===== src/rtl/dispense_scheduler.sv =====
`default_nettype none
// ============================================================================
// Module   : dispense_scheduler
// Purpose  : Queues snack orders and issues them one at a time to the
//            per-slot dispense controllers, with ack timeout and settle gap.
// Revision : 1.0 - initial release
// ============================================================================
module dispense_scheduler #(
    parameter int NUM_SLOTS   = 4,
    parameter int FIFO_DEPTH  = 4,
    parameter int ACK_TIMEOUT = 16,
    parameter int GAP_CLOCKS  = 5_000_000
) (
    input  logic                 clk,
    input  logic                 rst,
    input  logic                 order_valid,
    output logic                 order_ready,
    input  logic [1:0]           order_slot,
    input  logic [2:0]           order_count,
    output logic [NUM_SLOTS-1:0] start_dispense,
    output logic [2:0]           dispense_count_out,
    input  logic [NUM_SLOTS-1:0] busy_in,
    output logic                 done,
    output logic                 fault,
    output logic [1:0]           result_slot,
    output logic [3:0]           queue_level,
    output logic                 sched_busy
);

    localparam int c_PTR_W   = $clog2(FIFO_DEPTH);
    localparam int c_TMR_MAX = (GAP_CLOCKS > ACK_TIMEOUT) ? GAP_CLOCKS : ACK_TIMEOUT;
    localparam int c_TMR_W   = $clog2(c_TMR_MAX + 1);

    localparam logic [2:0]         c_NUM_SLOTS = 3'(NUM_SLOTS);
    localparam logic [3:0]         c_DEPTH     = 4'(FIFO_DEPTH);
    localparam logic [c_TMR_W-1:0] c_ACK_LAST  = c_TMR_W'(ACK_TIMEOUT - 1);
    localparam logic [c_TMR_W-1:0] c_GAP_LAST  = c_TMR_W'(GAP_CLOCKS - 1);

    typedef enum logic [2:0] {
        ST_IDLE      = 3'd0,
        ST_ISSUE     = 3'd1,
        ST_WAIT_ACK  = 3'd2,
        ST_WAIT_DONE = 3'd3,
        ST_GAP       = 3'd4
    } state_t;

    state_t                 r_state;
    logic [4:0]             r_mem [FIFO_DEPTH];
    logic [c_PTR_W-1:0]     r_wr_ptr;
    logic [c_PTR_W-1:0]     r_rd_ptr;
    logic [3:0]             r_count;
    logic [1:0]             r_active_slot;
    logic [2:0]             r_active_count;
    logic [NUM_SLOTS-1:0]   r_sel;
    logic [NUM_SLOTS-1:0]   r_start;
    logic [c_TMR_W-1:0]     r_timer;
    logic                   r_done;
    logic                   r_fault;
    logic [1:0]             r_result_slot;

    logic                   w_full;
    logic                   w_push;
    logic                   w_pop;
    logic [1:0]             w_head_slot;
    logic [2:0]             w_head_count;
    logic [NUM_SLOTS-1:0]   w_onehot;
    logic                   w_ack;

    assign w_full       = (r_count == c_DEPTH);
    assign order_ready  = !rst && !w_full;
    assign w_push       = order_valid && order_ready;
    assign w_pop        = (r_state == ST_IDLE) && (r_count != 4'd0);
    assign w_head_slot  = r_mem[r_rd_ptr][4:3];
    assign w_head_count = r_mem[r_rd_ptr][2:0];
    assign w_onehot     = NUM_SLOTS'(1) << w_head_slot;
    // Only the selected controller's busy flag matters.
    assign w_ack        = |(busy_in & r_sel);

    always_ff @(posedge clk) begin
        if (rst) begin
            r_wr_ptr <= '0;
            r_rd_ptr <= '0;
            r_count  <= 4'd0;
        end else begin
            if (w_push) begin
                r_mem[r_wr_ptr] <= {order_slot, order_count};
                r_wr_ptr        <= r_wr_ptr + c_PTR_W'(1);
            end
            if (w_pop) begin
                r_rd_ptr <= r_rd_ptr + c_PTR_W'(1);
            end
            if (w_push && !w_pop) begin
                r_count <= r_count + 4'd1;
            end else if (w_pop && !w_push) begin
                r_count <= r_count - 4'd1;
            end
        end
    end

    always_ff @(posedge clk) begin
        if (rst) begin
            r_state        <= ST_IDLE;
            r_active_slot  <= 2'd0;
            r_active_count <= 3'd0;
            r_sel          <= '0;
            r_start        <= '0;
            r_timer        <= '0;
            r_done         <= 1'b0;
            r_fault        <= 1'b0;
            r_result_slot  <= 2'd0;
        end else begin
            r_start <= '0;
            r_done  <= 1'b0;
            r_fault <= 1'b0;
            case (r_state)
                ST_IDLE: begin
                    if (w_pop) begin
                        r_active_slot <= w_head_slot;
                        if (w_head_count == 3'd0) begin
                            r_state <= ST_IDLE;
                        end else if ({1'b0, w_head_slot} >= c_NUM_SLOTS) begin
                            r_fault       <= 1'b1;
                            r_result_slot <= w_head_slot;
                        end else begin
                            // Start pulse is registered so it lines up with ISSUE.
                            r_active_count <= w_head_count;
                            r_sel          <= w_onehot;
                            r_start        <= w_onehot;
                            r_state        <= ST_ISSUE;
                        end
                    end
                end
                ST_ISSUE: begin
                    r_timer <= '0;
                    r_state <= ST_WAIT_ACK;
                end
                ST_WAIT_ACK: begin
                    if (w_ack) begin
                        r_state <= ST_WAIT_DONE;
                    end else if (r_timer == c_ACK_LAST) begin
                        r_fault       <= 1'b1;
                        r_result_slot <= r_active_slot;
                        r_timer       <= '0;
                        r_state       <= ST_GAP;
                    end else begin
                        r_timer <= r_timer + c_TMR_W'(1);
                    end
                end
                ST_WAIT_DONE: begin
                    if (!w_ack) begin
                        r_done        <= 1'b1;
                        r_result_slot <= r_active_slot;
                        r_timer       <= '0;
                        r_state       <= ST_GAP;
                    end
                end
                ST_GAP: begin
                    if (r_timer == c_GAP_LAST) begin
                        r_state <= ST_IDLE;
                    end else begin
                        r_timer <= r_timer + c_TMR_W'(1);
                    end
                end
                default: begin
                    r_state <= ST_IDLE;
                end
            endcase
        end
    end

    assign start_dispense     = r_start;
    assign dispense_count_out = r_active_count;
    assign done               = r_done;
    assign fault              = r_fault;
    assign result_slot        = r_result_slot;
    assign queue_level        = r_count;
    assign sched_busy         = (r_state != ST_IDLE) || (r_count != 4'd0);

endmodule
`default_nettype wire


===== config.mk =====
export PLATFORM = sky130hd
export DESIGN_NAME = dispense_scheduler
export DESIGN_NICKNAME = d
export VERILOG_FILES = /design/src/rtl/dispense_scheduler.sv
export SDC_FILE = /design/constraint.sdc
export NUM_CORES = 1
export LEC_CHECK = 0
export CAP_MARGIN = 30
export CORE_ASPECT_RATIO = 0.75
export CORE_MARGIN = 2
export CORE_UTILIZATION = 44
export DETAILED_ROUTE_END_ITERATION = 8
export PLACE_DENSITY = 0.74
export SETUP_SLACK_MARGIN = 0.5
export SLEW_MARGIN = 20
export SYNTH_ARGS = -nofsm -noshare
export SYNTH_HDL_FRONTEND = slang
export SYNTH_SLANG_ARGS = --single-unit

===== constraint.sdc =====
create_clock -name clk -period 3.3 [get_ports clk]
set_input_delay 0.33 -clock clk [delete_from_list [all_inputs] [get_ports clk]]
set_output_delay 0.33 -clock clk [all_outputs]
set_load 0.05 [all_outputs]

==> results by group <==
STA
  • Slew HR: 0.5026
  • Final-report max-slew violation count: 0
  • # setup viols final: 0
  • Setup TNS: 0 ns
  • Max Fclk: 385.4 MHz
  • Period minus WS final: 2.595 ns
  • Worst-Margin Slew: 0.7442 ns
  • Final WS setup: 0.7053 ns
  • Final period util: 0.7863
  • Hold_ws: 0.4618 ns
  • Layout Skew: 0.01192 ns
  • RSZ-0062 raised after global routing: false
  • Hold Fails Final Rpt: 0

Critical path
  • Slowest CP cell: nor4_4
  • Crit path kind: flop to flop
  • Reg2reg end: queue_level[3]
  • CP required: 3.57 ns
  • Crit-path cells: nor4_4 -> nor4_4 -> inv_1 -> ha_1 -> inv_1 -> ha_1 -> a21o_1 -> a21oi_1 -> xnor2_1 -> or3_1 -> a21oi_1
  • CP max FO: 6
  • Startpoint types: flop
  • FF-to-FF Start: queue_level[1]
  • Critical path arrival: 2.87 ns
  • Setup slack, reg-to-reg: 0.71 ns
  • CP Capture Type: flop
  • Buf/Inv on CP: 2
  • Reg2Reg Depth: 11
  • CP top delay family: simple AND/OR/NAND/NOR gates
  • CP peak stage delay: 0.42 ns

Global routing
  • Antenna violations before repair: 0
  • First-pass GRT wire length: 11380 um
  • Overflow after GRT: 0
  • Largest net degree at the start of global routing: 22
  • Vias in the first global route: 2266
  • Global Route Usage Sum: 0.1836

Die
  • Die Area: 8093 um2
  • IO Count: 29
  • Initial Utilization: 0.4472
  • Placeable Area: 7263 um2
  • # rows: 27
  • Die Width: 103.2 um
  • Die Height: 78.41 um

Clock tree
  • Clk slew on worst S/H paths: 0.08 ns
  • TritonCTS clock tree: built
  • Worst-skew pair later-pin latency: 0.35 ns
  • H-tree depth: 3
  • CTS Hold Bufs: 0
  • CTS Sinks: 73
  • Max clock buf depth: 2
  • Root Buffer: clkbuf_8
  • TritonCTS buffer count: 9

Yosys
  • Synth Instances: 314
  • Syn Nets: 335
  • Seq/Total Area, Yosys: 0.5116
  • Post-synth ARST share: 0
  • Mapped Area: 3248 um2
  • Synthesis-stage register bit count: 73
  • Ys Warns: 0
  • Post-synth EDFFs: 20
  • Post-synth top flop: dfxtp_1
  • Synth unique cells: 48
  • Mean Syn Cell Area: 10.34 um2

Power
  • Sw frac: 0.3532
  • Flop pwr share: 0.369
  • Switching Power: 1.122 mW
  • Logic pwr share: 0.343
  • Maximum vdd ir drop: 0.3619 mV
  • Internal Power: 2.055 mW
  • Lkg Pwr: 1.361 nW
  • PD cells: 805.2 nW/um2
  • Clock Power Share: 0.289

Worst hold path
  • Worst hold endpoint: r_sel[3]
  • Hold path depth: 1
  • Hold Path Origin: r_sel[3]
  • Worst min-delay path class: flop to flop

Placement
  • DP Wirelength: 4502 um
  • Inst Count DP: 431
  • DP Worst Slack: 0.3521 ns
  • IO Port Bufs: 28
  • Post-Place Cell Area: 3625 um2
  • Final Wtd Congestion: 0.7914

Routing
  • Via density: 5.318
  • WL/cell: 14.58 um
  • Routed vias: 2393
  • DRT Wirelength: 6560 um
  • Starting DRT DRC Count: 156
  • Drt drc: 0
  • First-pass DRT Iterations: 4
  • DRT antenna net count: 0

Final layout
  • Ant diodes: 0
  • Proportion of layout cells with a drive suffix above 1: 0.1289
  • Non-Filler Instances: 450
  • Area Overhead vs Synth: 21.49%
  • # nets final: 365
  • Fin area: 3946 um2

Run
  • Max cap viols: 0

Outcome
  • Status: finished, final reports clean
layer usage:
layer / wire (um) / GRT usage / part of all wire
met4: 60 / 0.05263 / 0.0091
met1: 3124 / 0.2588 / 0.48
met2: 2862 / 0.2545 / 0.44
met5: 0 / 0 / 0
met3: 513 / 0.08014 / 0.078
worst register-to-register path, delay by kind of cell, from the launching register on:
kind | cells | cell delay, ns
xor gates and xnor gates | 1 | 0.09
AOI/OAI and AO/OA | 3 | 0.49
buffers and inverters | 2 | 0.25
DFF | 1 | 0.38
adders and majority gates | 2 | 0.49
and+or+nand+nor | 3 | 0.84
what timing repair did:
item,CTS,global route
buffers inserted,0,2
hold endpoints to repair,0,0
gates cloned,0,0
setup endpoints to repair,1,1
pin swaps,0,1
gates resized for setup,2,2
state kept, by name, indices dropped and copies added, names as in the netlist, 3 cells and up, named ones only:
name / flops
r_sel: 4
r_state: 3
dispense_count_out: 3
r_mem: 20
r_timer: 23
queue_level: 4
start_dispense: 4
synth_stat cells, types with 2 or more instances:
cell type	count	area, um2
a2111oi_2	2	30.03
a211oi_1	13	97.59
a21boi_0	2	15.01
a21o_1	5	37.54
a21oi_1	16	80.08
a22o_1	3	26.28
and2_1	2	12.51
and3_1	8	50.05
buf_2	5	25.02
buf_4	3	22.52
clkbuf_1	6	22.52
dfxtp_1	53	1061
edfxtp_1	20	600.6
ha_1	8	100.1
inv_1	13	48.80
mux2i_1	4	40.04
mux4_2	5	112.6
nand2_1	22	82.58
nand2b_1	2	12.51
nand3_1	8	40.04
nand4_1	6	37.54
nor2_1	40	150.1
nor3_1	4	20.02
nor3b_1	2	15.01
nor4_1	5	31.28
nor4_2	2	25.02
o21ai_0	7	35.03
or2_2	2	12.51
or3_1	3	18.77
xnor2_1	24	210.2
xor2_1	2	17.52
how the worst max path moves through the flow:
stage,start,end,slack [ns],cells past startpoint
finish,queue_level[1],queue_level[3],0.71,11
global route,queue_level[1],queue_level[3],0.55,11
CTS,queue_level[1],queue_level[3],0.51,11
detailed placement,queue_level[1],queue_level[3],0.35,11
global placement,queue_level[1],queue_level[3],0.48,11
floorplan,queue_level[3],queue_level[3],0.52,12
cell type report:
class,instances,area [um2]
flip-flops and latches,73,1672
repair buffers,33,321.6
clock inverters,7,142.6
fillers,619,3317
well taps,101,126.4
clock buffers,9,123.9
multi-input cells,214,1511
inverters,13,48.80
metrics by stage:
stage | power [mW] | util
after floorplan | 1.934 | -
after global placement | 2.164 | 0.4991
after detailed placement | 2.188 | 0.4991
after CTS | 3.137 | 0.5378
after global routing | 3.364 | 0.5433
final | 3.178 | 0.5433
placed cells by master, fill, tap and decap left out, types with 9 or more instances in the layout:
cell type	netlist	final
dfxtp_1	53	49
nor2_1	40	40
clkdlybuf4s50_1	0	28
xnor2_1	24	24
nand2_1	22	22
edfxtp_1	20	20
a21oi_1	16	14
inv_1	13	13
a211oi_1	13	13
clkbuf_8	0	9
cells by family (layout without fill, tap and decap cells):
family,count (synthesis),in the layout,synth area share
xor gates and xnor gates,26,26,0.07011
DFF,73,73,0.5116
buffers and inverters,27,62,0.03659
adders and majority gates,9,9,0.03698
and+or+nand+nor,112,112,0.1722
AOI/OAI and AO/OA,58,58,0.1256
muxes,9,9,0.04700
power by group through the flow:
| stage | Combinational [mW] | Sequential, mW | Clock (mW) |
|---|---|---|---|
| after floorplan | 0.670 | 1.26 | 0 |
| after global placement | 0.996 | 1.17 | 0 |
| after detailed placement | 1.01 | 1.18 | 0 |
| after CTS | 1.03 | 1.16 | 0.938 |
| after global routing | 1.19 | 1.19 | 0.980 |
| final | 1.09 | 1.17 | 0.918 |
No activity file was read; power rests on OpenSTA's default activity.
